`src/rtl/mult_unit_if.sv`:
```
// Handshake and data bundle between the pipeline controller and the HI/LO multiply unit.
// The controller drives the master side and the multiplier drives the slave side.
interface mult_unit_if #(parameter int WIDTH = 32);
    logic             start;
    logic             is_signed;
    logic [WIDTH-1:0] a;
    logic [WIDTH-1:0] b;
    logic             wr_hi;
    logic             wr_lo;
    logic [WIDTH-1:0] wdata;
    logic             busy;
    logic             done;
    logic [WIDTH-1:0] hi;
    logic [WIDTH-1:0] lo;

    modport master (
        output start, is_signed, a, b, wr_hi, wr_lo, wdata,
        input  busy, done, hi, lo
    );

    modport slave (
        input  start, is_signed, a, b, wr_hi, wr_lo, wdata,
        output busy, done, hi, lo
    );
endinterface

```
`src/rtl/mult_unit.sv`:
```
// Sequential radix-2 shift-add multiplier with architectural HI/LO registers
// for the MIPS mult/multu/mfhi/mflo/mthi/mtlo instructions.
module mult_unit #(
    parameter int WIDTH = 32
) (
    input logic        clk,
    input logic        reset,
    mult_unit_if.slave bus
);
    localparam int CW = $clog2(WIDTH + 1);

    typedef enum logic [1:0] {IDLE, RUN, FIX} state_t;

    state_t             state;
    logic [WIDTH-1:0]   mag_a;
    logic [WIDTH-1:0]   mag_b;
    logic [2*WIDTH-1:0] acc;
    logic [CW-1:0]      count;
    logic               neg;
    logic               busy_q;
    logic               done_q;
    logic [WIDTH-1:0]   hi_q;
    logic [WIDTH-1:0]   lo_q;

    logic [WIDTH-1:0]   abs_a;
    logic [WIDTH-1:0]   abs_b;
    logic [WIDTH:0]     partial;
    logic [2*WIDTH-1:0] result;

    // Shift-right accumulator: add into the upper half, then shift the whole product right.
    always_comb begin
        abs_a   = (bus.is_signed && bus.a[WIDTH-1]) ? -bus.a : bus.a;
        abs_b   = (bus.is_signed && bus.b[WIDTH-1]) ? -bus.b : bus.b;
        partial = {1'b0, acc[2*WIDTH-1:WIDTH]} + (mag_b[0] ? {1'b0, mag_a} : '0);
        result  = neg ? -acc : acc;
    end

    always_ff @(posedge clk or posedge reset) begin
        if (reset) begin
            state  <= IDLE;
            mag_a  <= '0;
            mag_b  <= '0;
            acc    <= '0;
            count  <= '0;
            neg    <= 1'b0;
            busy_q <= 1'b0;
            done_q <= 1'b0;
            hi_q   <= '0;
            lo_q   <= '0;
        end else begin
            case (state)
                IDLE: begin
                    done_q <= 1'b0;
                    if (bus.start) begin
                        mag_a  <= abs_a;
                        mag_b  <= abs_b;
                        neg    <= bus.is_signed & (bus.a[WIDTH-1] ^ bus.b[WIDTH-1]);
                        acc    <= '0;
                        count  <= CW'(WIDTH);
                        busy_q <= 1'b1;
                        state  <= RUN;
                    end else begin
                        if (bus.wr_hi) hi_q <= bus.wdata;
                        if (bus.wr_lo) lo_q <= bus.wdata;
                    end
                end
                RUN: begin
                    acc   <= {partial, acc[WIDTH-1:1]};
                    mag_b <= mag_b >> 1;
                    count <= count - CW'(1);
                    if (count == CW'(1)) state <= FIX;
                end
                FIX: begin
                    hi_q   <= result[2*WIDTH-1:WIDTH];
                    lo_q   <= result[WIDTH-1:0];
                    done_q <= 1'b1;
                    busy_q <= 1'b0;
                    state  <= IDLE;
                end
                default: state <= IDLE;
            endcase
        end
    end

    assign bus.busy = busy_q;
    assign bus.done = done_q;
    assign bus.hi   = hi_q;
    assign bus.lo   = lo_q;
endmodule

```
`src/flat_wrapper.sv`:
```
// flat-port wrapper written by rule: the top's interface ports become plain ports
module mult_unit_flat 
#(
    parameter int WIDTH = 32
)
  (clk, reset, bus_start, bus_is_signed, bus_a, bus_b, bus_wr_hi, bus_wr_lo, bus_wdata, bus_busy, bus_done, bus_hi, bus_lo);
  mult_unit_if #(.WIDTH(WIDTH)) bus_i ();
  input logic clk;
  input logic reset;
  input wire logic [$bits(bus_i.start)-1:0] bus_start;
  input wire logic [$bits(bus_i.is_signed)-1:0] bus_is_signed;
  input wire logic [$bits(bus_i.a)-1:0] bus_a;
  input wire logic [$bits(bus_i.b)-1:0] bus_b;
  input wire logic [$bits(bus_i.wr_hi)-1:0] bus_wr_hi;
  input wire logic [$bits(bus_i.wr_lo)-1:0] bus_wr_lo;
  input wire logic [$bits(bus_i.wdata)-1:0] bus_wdata;
  output wire logic [$bits(bus_i.busy)-1:0] bus_busy;
  output wire logic [$bits(bus_i.done)-1:0] bus_done;
  output wire logic [$bits(bus_i.hi)-1:0] bus_hi;
  output wire logic [$bits(bus_i.lo)-1:0] bus_lo;
  assign bus_i.start = bus_start;
  assign bus_i.is_signed = bus_is_signed;
  assign bus_i.a = bus_a;
  assign bus_i.b = bus_b;
  assign bus_i.wr_hi = bus_wr_hi;
  assign bus_i.wr_lo = bus_wr_lo;
  assign bus_i.wdata = bus_wdata;
  assign bus_busy = bus_i.busy;
  assign bus_done = bus_i.done;
  assign bus_hi = bus_i.hi;
  assign bus_lo = bus_i.lo;
  mult_unit #(.WIDTH(WIDTH)) u_core (.clk(clk), .reset(reset), .bus(bus_i));
endmodule
```
`config.mk`:
```
export PLATFORM = sky130hd
export DESIGN_NAME = mult_unit_flat
export DESIGN_NICKNAME = d
export VERILOG_FILES = /design/src/rtl/mult_unit_if.sv /design/src/rtl/mult_unit.sv /design/src/flat_wrapper.sv
export SDC_FILE = /design/constraint.sdc
export NUM_CORES = 1
export LEC_CHECK = 0
export BUFFER_PORTS_ARGS = -buffer_cell sky130_fd_sc_hd__buf_4
export CORE_ASPECT_RATIO = 0.5
export CORE_MARGIN = 4
export CORE_UTILIZATION = 60
export DETAILED_ROUTE_END_ITERATION = 8
export PLACE_DENSITY = 0.81
export SLEW_MARGIN = 20
export SYNTH_ARGS = -nofsm -noshare
export SYNTH_HDL_FRONTEND = slang
export SYNTH_SLANG_ARGS = --single-unit
```
`constraint.sdc`:
```
create_clock -name clk -period 13.5 [get_ports clk]
set_input_delay 3.375 -clock clk [delete_from_list [all_inputs] [get_ports clk]]
set_output_delay 3.375 -clock clk [all_outputs]
set_load 0.02 [all_outputs]
```
==> summary.md <==
| Metric | Value |
|---|---|
| Hold Fails Final Rpt | 0 |
| Setup crit end | u_core.mag_b[28] |
| CP Buf/Inv Count | 1 |
| Setup Buffers After CTS | 0 |
| Avg Cell Area, Syn | 8.66 um2 |
| CTS Root Cell | clkbuf_16 |
| Die W | 216 um |
| Layout cell share with drive strength beyond 1 | 0.142 |
| # setup viols final | 0 |
| Async S/R FF share, synth | 1.00 |
| Num CTS Buffers | 20 |
| Max Fclk | 0.182 GHz |
| Number of synthesized flops with an enable pin | 0 |
| Clk Latency, worst-skew pair | 0.51 ns |
| Worst R2R Setup Slack | 9.72 ns |
| Routability cong. | 0.951 |
| Maximum vdd drop | 115 uV |
| Critical path depth in cells | 8 |
| Post-CTS Hold Buffers | 0 |
| FF-to-FF End | u_core.acc[59] |
| Largest delay share family, worst path | simple AND/OR/NAND/NOR gates |
| Synth Flop Type | dfrtp_1 |
| Crit path from | bus_b[10] |
| Via count | 11800 |
| Mapped Area | 13000 um2 |
| Antenna Nets Post-Route | 0 |
| DR iter-0 viols | 1192 |
| Crit. End Element | register |
| Clk buf depth | 3 |
| Cell variety after synth | 68 |
| Overall Global Routing Usage | 0.294 |
| Routed WL | 36100 um |
| Initial antenna violation count | 0 |
| Worst-Margin Slew | 1.10 ns |
| Crit path largest cell delay | 0.58 ns |
| Crit path cell chain | buf_4 -> or4_1 -> or4_1 -> nor3_1 -> nand2_1 -> nor3_1 -> mux2i_1 -> o21ai_0 |
| CP Max Fanout | 5 |
| Slew headroom | 0.265 |
| Syn nets | 1637 |
| Max Cap Viol | 0 |
| Yosys warnings | 0 |
| Seq cells post-synth | 203 |
| Crit share post-route | 0.407 |
| Synthesis-to-layout area growth | 15.9% |
| CTS Sinks | 203 |
| Synth top area share | 0.392 |
| CTS H-Tree Depth | 1 |
| Remaining routing DRC violations | 0 |
| CTS tree | done |
| Leak | 0.00635 uW |
| Setup TNS | 0 ns |
| Run status | finished, final reports clean |
| Setup WS pre-CTS | 7.56 ns |
| Port Buf Inserts | 167 |
| Post-DP HPWL | 25700 um |
| Area leader, netlist | dfrtp_1 |
| Worst r2r src | u_core.mag_b[0] |
| Post-synthesis sequential area ratio | 0.392 |
| Crit path DAT | 5.85 ns |
| Top-count cell post-synth | nand2_1 |
| Clock-pin slew on the worst setup and hold paths | 0.07 ns |
| Global-route wire length before repair | 58900 um |
| Routed WL per cell | 18.9 um |
| Min Tclk post-route | 5.49 ns |
| Hold depth | 2 |
| I/O pin count | 168 |
| Synth area leaders | dfrtp_1 39%, o21ai_0 7.5%, nand2_1 5.9% |
| Worst Path Required | 13.85 ns |
| FP Rows | 37 |
| GRT Residual Overflow | 0 |
| Worst Skew | 0.0163 ns |
| RSZ-0062 raised after global routing | false |
| Reg2reg path depth | 11 |
| Starting Density | 0.621 |
| Core Box Area | 20900 um2 |
| Die Height | 112 um |
| Commonest cells post-synth | 205 x nand2_1, 203 x dfrtp_1, 193 x o21ai_0 |
| Largest net degree at the start of global routing | 157 |
| Min-delay worst type | reg2reg |
| Cell Pwr Density | 236 nW/um2 |
| Vias per inst | 6.17 |
| Vias in the first global route | 11200 |
| Max-slew violations | 0 |
| Slowest cell on crit path | or4_1 |
| Number of diodes | 0 |
| Router iterations before antenna repair | 9 |
| Mapped Cells | 1497 |
| Worst setup margin | 8.01 ns |
| Final net count | 1741 |
| Resized Gates After CTS | 0 |
| Die area | 24200 um2 |
| WS Path Type | in2reg |
| CP startpoint kind | input pin |
-- metrics by stage --
stage,util,std cells,hold WS (ns),total power (uW),cell area (um2)
after floorplan,-,1497,0.442,2350,13000
after global placement,0.686,1871,0.454,2860,14300
after detailed placement,0.686,1871,0.464,2930,14300
after CTS,0.719,1907,0.479,3530,15000
after global routing,0.719,1907,0.505,3800,15000
final,0.719,1907,0.475,3550,15000
-- cell families (layout without fill, tap and decap cells) --
family | Yosys count | after routing | synth area share
simple gates | 488 | 488 | 0.184
fa+ha+maj | 38 | 38 | 0.0373
mux | 48 | 48 | 0.0371
flops | 203 | 203 | 0.392
xor+xnor | 136 | 136 | 0.0919
buf+inv | 119 | 237 | 0.0351
compound gates | 465 | 465 | 0.222
-- layout by cell type, fill, tap and decap left out, types with 16 or more instances in the layout --
cell type,n
a21oi_1,96
xor2_1,72
mux2i_1,48
o31ai_1,24
nor2b_1,31
nand3_1,44
and2_1,36
or4_1,16
xnor2_1,64
a211oi_1,33
buf_4,173
nand2_1,204
a22oi_1,20
inv_1,26
nor3_1,27
clkbuf_16,21
ha_1,37
o21ai_0,193
nor2_1,62
dfrtp_1,202
-- power by group --
group          internal (uW)  switching (uW)
registers                895             303
logic                    703            1050
clock network            350             246
-- worst min-delay path, stage by stage, from the launching register on --
cell     delay [ns]
dfrtp_1        0.34
nand2_1        0.05
o21ai_0        0.06
-- metal layers --
metal	vias to the layer above	part of all wire	track usage
met1	5658	0.47	0.443
li1	5589	-	-
met4	0	0.018	0.0592
met3	54	0.079	0.0578
met5	-	0	0
met2	459	0.43	0.443
-- sequential cells by signal, summed over array words and instances (netlist names) --
register,cells
u_core.acc,64
u_core.bus.busy,1
u_core.bus.done,1
u_core.bus.hi,32
u_core.bus.lo,32
u_core.count,6
u_core.mag_a,32
u_core.mag_b,32
u_core.neg,1
u_core.state,2
-- area by class of cell --
class                           instances  area [um2]
Tap cell                              292         365
Inverter                               27         114
Clock buffer                           29         606
Sequential cell                       203        5080
Timing Repair Buffer                  174        1310
Clock inverter                          7        85.1
Fill cell                            1602        5860
Multi-Input combinational cell       1175        7460
-- how the worst min path moves through the flow --
stage,slack [ns],start,endpoint
2_1_floorplan,0.44,u_core.mag_a[17],u_core.mag_a[17]
3_3_place_gp,0.45,u_core.mag_a[8],u_core.mag_a[8]
3_5_place_dp,0.46,u_core.mag_a[8],u_core.mag_a[8]
4_1_cts,0.48,u_core.mag_a[11],u_core.mag_a[11]
5_1_grt,0.51,u_core.mag_a[29],u_core.mag_a[29]
6_report,0.48,u_core.mag_a[3],u_core.mag_a[3]
Power figures use the tool's default switching activity.
